<file path="config.mk">
export PLATFORM = sky130hd
export DESIGN_NAME = echo_timer
export DESIGN_NICKNAME = d
export VERILOG_FILES = /design/src/rtl/echo_timer_pkg.sv /design/src/rtl/sync_2ff.sv /design/src/rtl/echo_timer.sv
export SDC_FILE = /design/constraint.sdc
export NUM_CORES = 1
export LEC_CHECK = 0
export CORE_UTILIZATION = 30
export DETAILED_ROUTE_END_ITERATION = 8
export PLACE_DENSITY = 0.43
export SETUP_SLACK_MARGIN = 0.5
export SYNTH_ARGS = -nofsm -noshare
export SYNTH_HDL_FRONTEND = slang
export SYNTH_HIERARCHICAL = 1
export SYNTH_SLANG_ARGS = --single-unit
</file>
<file path="constraint.sdc">
create_clock -name clk -period 2.94 [get_ports clk]
set_clock_uncertainty 0.15 [all_clocks]
set_input_delay 0.735 -clock clk [delete_from_list [all_inputs] [get_ports clk]]
set_output_delay 0.735 -clock clk [all_outputs]
set_load 0.01 [all_outputs]
</file>
<file path="src/rtl/echo_timer_pkg.sv">
// Shared types and default timing constants for the ultrasonic echo timer.
// States use a 3-bit encoding; defaults assume a 50 MHz clock.
package echo_timer_pkg;

    typedef enum logic [2:0] {
        S_IDLE      = 3'd0,
        S_TRIG      = 3'd1,
        S_WAIT_RISE = 3'd2,
        S_MEASURE   = 3'd3,
        S_LAUNCH    = 3'd4,
        S_WAIT_DONE = 3'd5,
        S_DRAIN     = 3'd6
    } state_e;

    localparam int unsigned TRIG_CYCLES_DEF    = 500;
    localparam int unsigned TIMEOUT_CYCLES_DEF = 1900000;
    localparam int unsigned CNT_W_DEF          = 32;

endpackage

</file>
<file path="src/rtl/sync_2ff.sv">
// Two-flop synchronizer for a single asynchronous level.
// Both flops clear on reset so no stale level survives it.
module sync_2ff (
    input  logic clk_i,
    input  logic rst_ni,
    input  logic d_i,
    output logic q_o
);

    logic meta_q;
    logic sync_q;

    always_ff @(posedge clk_i or negedge rst_ni) begin
        if (!rst_ni) begin
            meta_q <= 1'b0;
            sync_q <= 1'b0;
        end else begin
            meta_q <= d_i;
            sync_q <= meta_q;
        end
    end

    assign q_o = sync_q;

endmodule

</file>
<file path="src/rtl/echo_timer.sv">
// Ultrasonic echo timer: trigger, measure echo width, launch multiplier.
// Define ECHO_TIMER_AUTO_EN for continuous back-to-back measurement.
module echo_timer
    import echo_timer_pkg::*;
#(
    parameter int unsigned TRIG_CYCLES    = TRIG_CYCLES_DEF,
    parameter int unsigned TIMEOUT_CYCLES = TIMEOUT_CYCLES_DEF,
    parameter int unsigned CNT_W          = CNT_W_DEF
) (
    input  logic             clk,
    input  logic             rst,
    input  logic             start,
    input  logic             echo,
    output logic             trig,
    output logic [CNT_W-1:0] op_a,
    output logic             init,
    input  logic             mult_done,
    output logic             busy,
    output logic             timeout
);

    localparam int TRIG_W = (TRIG_CYCLES > 1) ? $clog2(TRIG_CYCLES) : 1;
    localparam int TMO_W  = (TIMEOUT_CYCLES > 0) ? $clog2(TIMEOUT_CYCLES + 1) : 1;

    localparam logic [TRIG_W-1:0] TRIG_LAST = TRIG_W'(TRIG_CYCLES - 1);
    localparam logic [TMO_W-1:0]  TMO_LIMIT = TMO_W'(TIMEOUT_CYCLES);

    state_e            state_q, state_d;
    logic [TRIG_W-1:0] trig_cnt_q, trig_cnt_d;
    logic [TMO_W-1:0]  tmo_cnt_q, tmo_cnt_d;
    logic [CNT_W-1:0]  width_q, width_d;
    logic [CNT_W-1:0]  op_a_q, op_a_d;
    logic              echo_s;
    logic              tmo_hit;
    logic              width_max;

    sync_2ff u_sync (
        .clk_i  (clk),
        .rst_ni (rst),
        .d_i    (echo),
        .q_o    (echo_s)
    );

    assign tmo_hit   = (tmo_cnt_q == TMO_LIMIT);
    assign width_max = &width_q;

`ifdef ECHO_TIMER_AUTO_EN
    logic unused_start;
    assign unused_start = start;
`endif

    always_ff @(posedge clk or negedge rst) begin
        if (!rst) begin
            state_q    <= S_IDLE;
            trig_cnt_q <= '0;
            tmo_cnt_q  <= '0;
            width_q    <= '0;
            op_a_q     <= '0;
        end else begin
            state_q    <= state_d;
            trig_cnt_q <= trig_cnt_d;
            tmo_cnt_q  <= tmo_cnt_d;
            width_q    <= width_d;
            op_a_q     <= op_a_d;
        end
    end

    always_comb begin
        state_d    = state_q;
        trig_cnt_d = trig_cnt_q;
        tmo_cnt_d  = tmo_cnt_q;
        width_d    = width_q;
        op_a_d     = op_a_q;
        trig       = 1'b0;
        init       = 1'b0;
        timeout    = 1'b0;

        unique case (state_q)
            S_IDLE: begin
                trig_cnt_d = '0;
`ifdef ECHO_TIMER_AUTO_EN
                state_d = S_TRIG;
`else
                if (start) begin
                    state_d = S_TRIG;
                end
`endif
            end

            S_TRIG: begin
                trig = 1'b1;
                if (trig_cnt_q == TRIG_LAST) begin
                    tmo_cnt_d = '0;
                    state_d   = S_WAIT_RISE;
                end else begin
                    trig_cnt_d = trig_cnt_q + 1'b1;
                end
            end

            // Timeout is checked before the echo so it wins a tie.
            S_WAIT_RISE: begin
                if (tmo_hit) begin
                    timeout = 1'b1;
                    state_d = S_IDLE;
                end else begin
                    tmo_cnt_d = tmo_cnt_q + 1'b1;
                    if (echo_s) begin
                        width_d = CNT_W'(1);
                        state_d = S_MEASURE;
                    end
                end
            end

            S_MEASURE: begin
                if (tmo_hit) begin
                    timeout = 1'b1;
                    state_d = S_IDLE;
                end else begin
                    tmo_cnt_d = tmo_cnt_q + 1'b1;
                    if (echo_s) begin
                        if (!width_max) begin
                            width_d = width_q + 1'b1;
                        end
                    end else begin
                        op_a_d  = width_q;
                        state_d = S_LAUNCH;
                    end
                end
            end

            S_LAUNCH: begin
                init    = 1'b1;
                state_d = S_WAIT_DONE;
            end

            S_WAIT_DONE: begin
                if (mult_done) begin
                    state_d = S_DRAIN;
                end
            end

            // Hold off until done drops so init cannot re-fire on a stale level.
            S_DRAIN: begin
                if (!mult_done) begin
                    state_d = S_IDLE;
                end
            end

            default: begin
                state_d = S_IDLE;
            end
        endcase
    end

    assign busy = (state_q != S_IDLE);
    assign op_a = op_a_q;

endmodule

</file>
After elaboration in Yosys (flattened, before gate mapping)
Cells that the tools add are included.
- add/sub/neg operators: 3
- multipliers: 0
- divide/modulo/power cells: 0
- magnitude comparators: 0
- equal/unequal tests: 21
- shifts and indexed selects: 0
- mux-type cells: 24
- bitwise gates (word level): 2
- reductions and logical operators: 12
- operators with widths (kind ; count):
    32-bit 2-to-1 mux ; 5
    32-bit case mux with 2 select lines ; 1
    21-bit 2-to-1 mux ; 2
    21-bit case mux with 2 select lines ; 1
    32-bit by 1-bit adder with 32-bit output, second input constant ; 1
    32-bit AND reduction ; 1
    3-bit 2-to-1 mux ; 8
    21-bit by 1-bit adder with 21-bit output, second input constant ; 1
    21-bit == test, second input constant ; 1
    3-bit case mux with 7 select lines ; 1
    2-bit inequality test, second input constant ; 9
    9-bit case mux with 2 select lines ; 1
    6-bit AND reduction ; 2
    9-bit by 1-bit adder with 9-bit output, second input constant ; 1
    3-bit == test, second input constant ; 3
    9-bit == test, second input constant ; 1
    9-bit 2-to-1 mux ; 1
    3-bit by 2-bit == test with 1-bit output, second input constant ; 2
    3-bit AND reduction ; 2
    2-bit nonzero test ; 3
    1-bit 2-to-1 mux ; 4
    2-bit by 1-bit inequality test with 1-bit output, second input constant ; 2
    3-bit by 1-bit == test with 1-bit output, second input constant ; 1
    3-bit zero test ; 1
    6 further kinds ; 7
- register bits after elaboration: 99
- latch bits: 0
- memory bits (writable): 0
- memory bits (read-only): 0
- output and inout bits: 36
- word-level logic and storage cells: 69
- memories: 0

Longest topological paths before layout
- depth after elaboration: 5
- gate-level depth with buffers: 10
- gate-level depth less buffers: 7

Cells and area by module
The synthesis kept the hierarchy.
- by module, submodules not included (module ; times used ; cells each ; area an instance (um^2)):
    echo_timer ; 1 ; 473 ; 4818.4
    sync_2ff ; 1 ; 2 ; 50.0

Worst setup path before layout
OpenSTA, ideal clock, no wires.
- kind: register -> register
- start: register tmo_cnt_q[10]
- end: register op_a_q[5], in the netlist op_a[5]
- arrival time: 2.011 ns
- slack: 0.651 ns
- cell stages (with the launch flop): 9
- path through: dfrtp_1 and4_1 and3_1 clkbuf_1 and3_1 buf_2 nor3_4 buf_6 mux2_1
- longest elaborated chain between the ends: 3
- RTL lines (element ; line ; text):
    start: declaration ; echo_timer.sv:30 ; logic [TMO_W-1:0] tmo_cnt_q, tmo_cnt_d;
    start signal: assignment ; echo_timer.sv:62 ; tmo_cnt_q <= tmo_cnt_d;
    21-bit == test ; echo_timer.sv:44 ; assign tmo_hit = (tmo_cnt_q == TMO_LIMIT);
    1-bit inverter (no line) ; -- ;
    3-bit AND reduction (no line) ; -- ;
    end signal: assignment ; echo_timer.sv:64 ; op_a_q <= op_a_d;
    end: declaration ; echo_timer.sv:32 ; logic [CNT_W-1:0] op_a_q, op_a_d;
No other way between the ends.
A chain may end at the register's enable or synchronous reset.

Worst setup path after layout
- start: register tmo_cnt_q[5]
- end: output port timeout
- longest elaborated chain between the ends: 3
- RTL lines (element ; line ; text):
    21-bit == test ; echo_timer.sv:44 ;
    1-bit 2-to-1 mux ; echo_timer.sv:102, echo_timer.sv:115 ;
    1-bit 2-to-1 mux ; -- ;
    end: declaration ; echo_timer.sv:19 ; output logic timeout
No other way between the ends.

==> results.sh <==
export IMPL_status="finished clean"
export IMPL_cp_required_ns=2.06
export IMPL_overflow=0
export IMPL_grt_start_max_net_pins=43
export IMPL_netlist_area_um2=4868
export IMPL_wl_per_cell_um=15.20
export IMPL_grt_pass1_vias=3760
export IMPL_yosysSeqAreaShare=0.5089
export IMPL_finalNonFillerCells=748
export IMPL_use_met2=0.2514
export IMPL_numCtsBuffers=9
export IMPL_synthesis_instances=475
export IMPL_dieArea_um2=16740
export IMPL_dp_hpwl_um=7771
export IMPL_cts_sinks=99
export IMPL_period_needed_ns=2.486
export IMPL_async_flop_share=1.000
export IMPL_n_fill_cell=1608
export IMPL_port_buffers=40
export IMPL_cts_hold_buf=0
export IMPL_synth_top_area_frac=0.5089
export IMPL_finalCritPeriodShare=0.8455
export IMPL_antenna_found_initial=0
export IMPL_yosysWarnings=6
export IMPL_met1_usage=0.1945
export IMPL_dr_pass1_iters=4
export IMPL_drc=0
export IMPL_diodes=0
export IMPL_slew_viol_final=0
export IMPL_routed_wl_um=11370
export IMPL_finalSetupViolCount=0
export IMPL_dpl_instance_area_um2=5552
export IMPL_dp_cells=725
export IMPL_yosys_most_used_dff="dfrtp_1"
export IMPL_start_util=0.3065
export IMPL_place_congestion=0.7711
export IMPL_startpoint_type="flip-flop"
export IMPL_die_y_um=129.4
export IMPL_ir_worst_vdd_uv=412.2
export IMPL_ant_nets=0
export IMPL_fmax_ghz=0.4023
export IMPL_p_leak_nw=2.663
export IMPL_insertion_delay_ns=0.35
export IMPL_clock_path_buffers=2
export IMPL_grt_busiest_layer="met2"
export IMPL_drive_above_1_share=0.1278
export IMPL_cp_max_fo=6
export IMPL_critPathCaptureType="primary output"
export IMPL_hold_viol_final=0
export IMPL_drtIter0Drc=173
export IMPL_synth_edf_count=0
export IMPL_postLayoutCellArea_um2=5959
export IMPL_cap_violations=0
export IMPL_pin_count=41
export IMPL_viasPerCell=5.024
export IMPL_yosys_area_top_type="dfrtp_1"
export IMPL_rsz0062_at_grt="yes"
export IMPL_vias=3758
export IMPL_finalNetCount=536
export IMPL_htree_levels=3
export IMPL_use_met3=0.02849
export IMPL_crit_type="flip-flop to primary output"
export IMPL_worst_ep_arrival_time_ns=1.60
export IMPL_worst_pin_slew_ns=0.5715
export IMPL_min_path_type="input port to async pin"
export IMPL_ys_ff_latch=99
export IMPL_cts_reportedPaths_clkPinSlew_ns=0.07
export IMPL_grt_pass1_wl_um=19550
export IMPL_setup_tns_ns=0
export IMPL_cts_root_buf="clkbuf_16"
export IMPL_coreArea_um2=15890
export IMPL_area_growth_pct=22.41
export IMPL_die_width_um=129.4
export IMPL_multi_input_area_um2=2287
export IMPL_num_rows=46
export IMPL_synth_nets=484
export IMPL_yosysUniqueCellTypes=49
export IMPL_yosysMostFrequentCell="dfrtp_1"
export IMPL_synth_top_cells_by_area="dfrtp_1 (51%), mux2_1 (7.4%), nor2_1 (3.5%)"
export IMPL_power_density_nw_per_um2=651.1
export IMPL_avgSynthCellArea_um2=10.25
export IMPL_seq_area_um2=2481
export IMPL_tritoncts="yes"
export IMPL_synth_common_cells="dfrtp_1 (99), nor2_1 (46), nand2_1 (35), mux2_1 (32), o21ai_1 (29)"
export IMPL_grt_use_total=0.1519
export IMPL_slew_headroom=0.6172
cells by family (layout without fill, tap and decap cells):
| kind of cell | after synthesis | in the layout | share of synthesized area |
|---|---|---|---|
| fa+ha+maj | 4 | 4 | 0.01028 |
| xor+xnor | 20 | 20 | 0.03598 |
| flops | 99 | 99 | 0.5089 |
| buf+inv | 33 | 90 | 0.03264 |
| simple gates | 178 | 178 | 0.2002 |
| mux | 33 | 33 | 0.07633 |
| compound gates | 108 | 108 | 0.1357 |
cell usage in the layout (no fill, tap or decap), types with 5 or more instances in the layout:
cell,netlist,final
dfrtp_1,99,96
nor2_1,46,44
nand2_1,35,35
clkdlybuf4s50_1,0,35
mux2_1,32,32
o21ai_1,29,28
buf_4,0,22
a21oi_1,19,19
o31ai_1,18,18
xor2_1,17,17
nand3_1,16,16
and3_1,15,14
nand4_1,14,14
o21ai_0,14,14
and4_1,11,10
clkbuf_16,0,9
and2_1,9,8
inv_1,7,7
a31oi_1,7,7
nand2b_1,6,5
critical path, cell delays in order, from the launching register on:
cell	delay [ns]
dfrtp_1	0.43
and4_4	0.26
and4b_1	0.22
nand3_2	0.08
nor2_2	0.11
buf_2	0.14
sequential cells by signal, indices dropped and copies added (netlist names):
signal	cells
state_q	3
u_sync/meta_q	1
tmo_cnt_q	21
width_q	32
trig_cnt_q	9
op_a	32
u_sync/q_o	1
repair_timing:
action	4_1_cts	5_1_grt
resized for setup	11	19
pin swaps	1	6
setup endpoints to repair	10	40
setup buffers	4	3
power breakdown:
group	switching, mW	internal (mW)
Sequential	0.0878	1.46
Combinational	0.680	0.425
Clock	0.543	0.684
path summary, 6_finish.rpt:
path | start | to | slack, ns | cells after the start
max | tmo_cnt_q[5] | timeout | 0.45 | 5
min | rst | width_q[11] | 0.21 | 1
max reg2reg | state_q[2] | width_q[27] | 0.61 | 8
min reg2reg | u_sync/meta_q | u_sync/q_o | 0.21 | 0
max in group asynchronous | rst | state_q[2] | 1.74 | 2
min in group clk | u_sync/meta_q | u_sync/q_o | 0.21 | 0
metrics by stage:
step | hold WS (ns) | setup WS (ns) | power [mW] | utilization
after global placement | 0.1882 | 0.3513 | 2.592 | 0.3495
after detailed placement | 0.2029 | 0.3360 | 2.602 | 0.3495
after floorplan | 0.1812 | 0.6513 | 2.255 | -
final | 0.2103 | 0.4543 | 3.880 | 0.3752
after global routing | 0.2266 | 0.3683 | 4.139 | 0.3752
after CTS | 0.2200 | 0.2649 | 3.885 | 0.3713
metal layers:
metal / share of wire / routed length (µm) / vias to the layer above
met5: 0 / 0 / -
met4: 0.015 / 166 / 0
met3: 0.028 / 322 / 11
met2: 0.48 / 5466 / 53
met1: 0.48 / 5418 / 1857
li1: - / - / 1837
area by class of cell:
type	count	area share
repair buffers	63	0.09658
clock inverters	6	0.01092
well taps	216	0.04535
inverters	11	0.006928
clock buffers	10	0.04010
multi-input cells	343	0.3838
flip-flops and latches	99	0.4163
(Power assumes the default switching activity.)
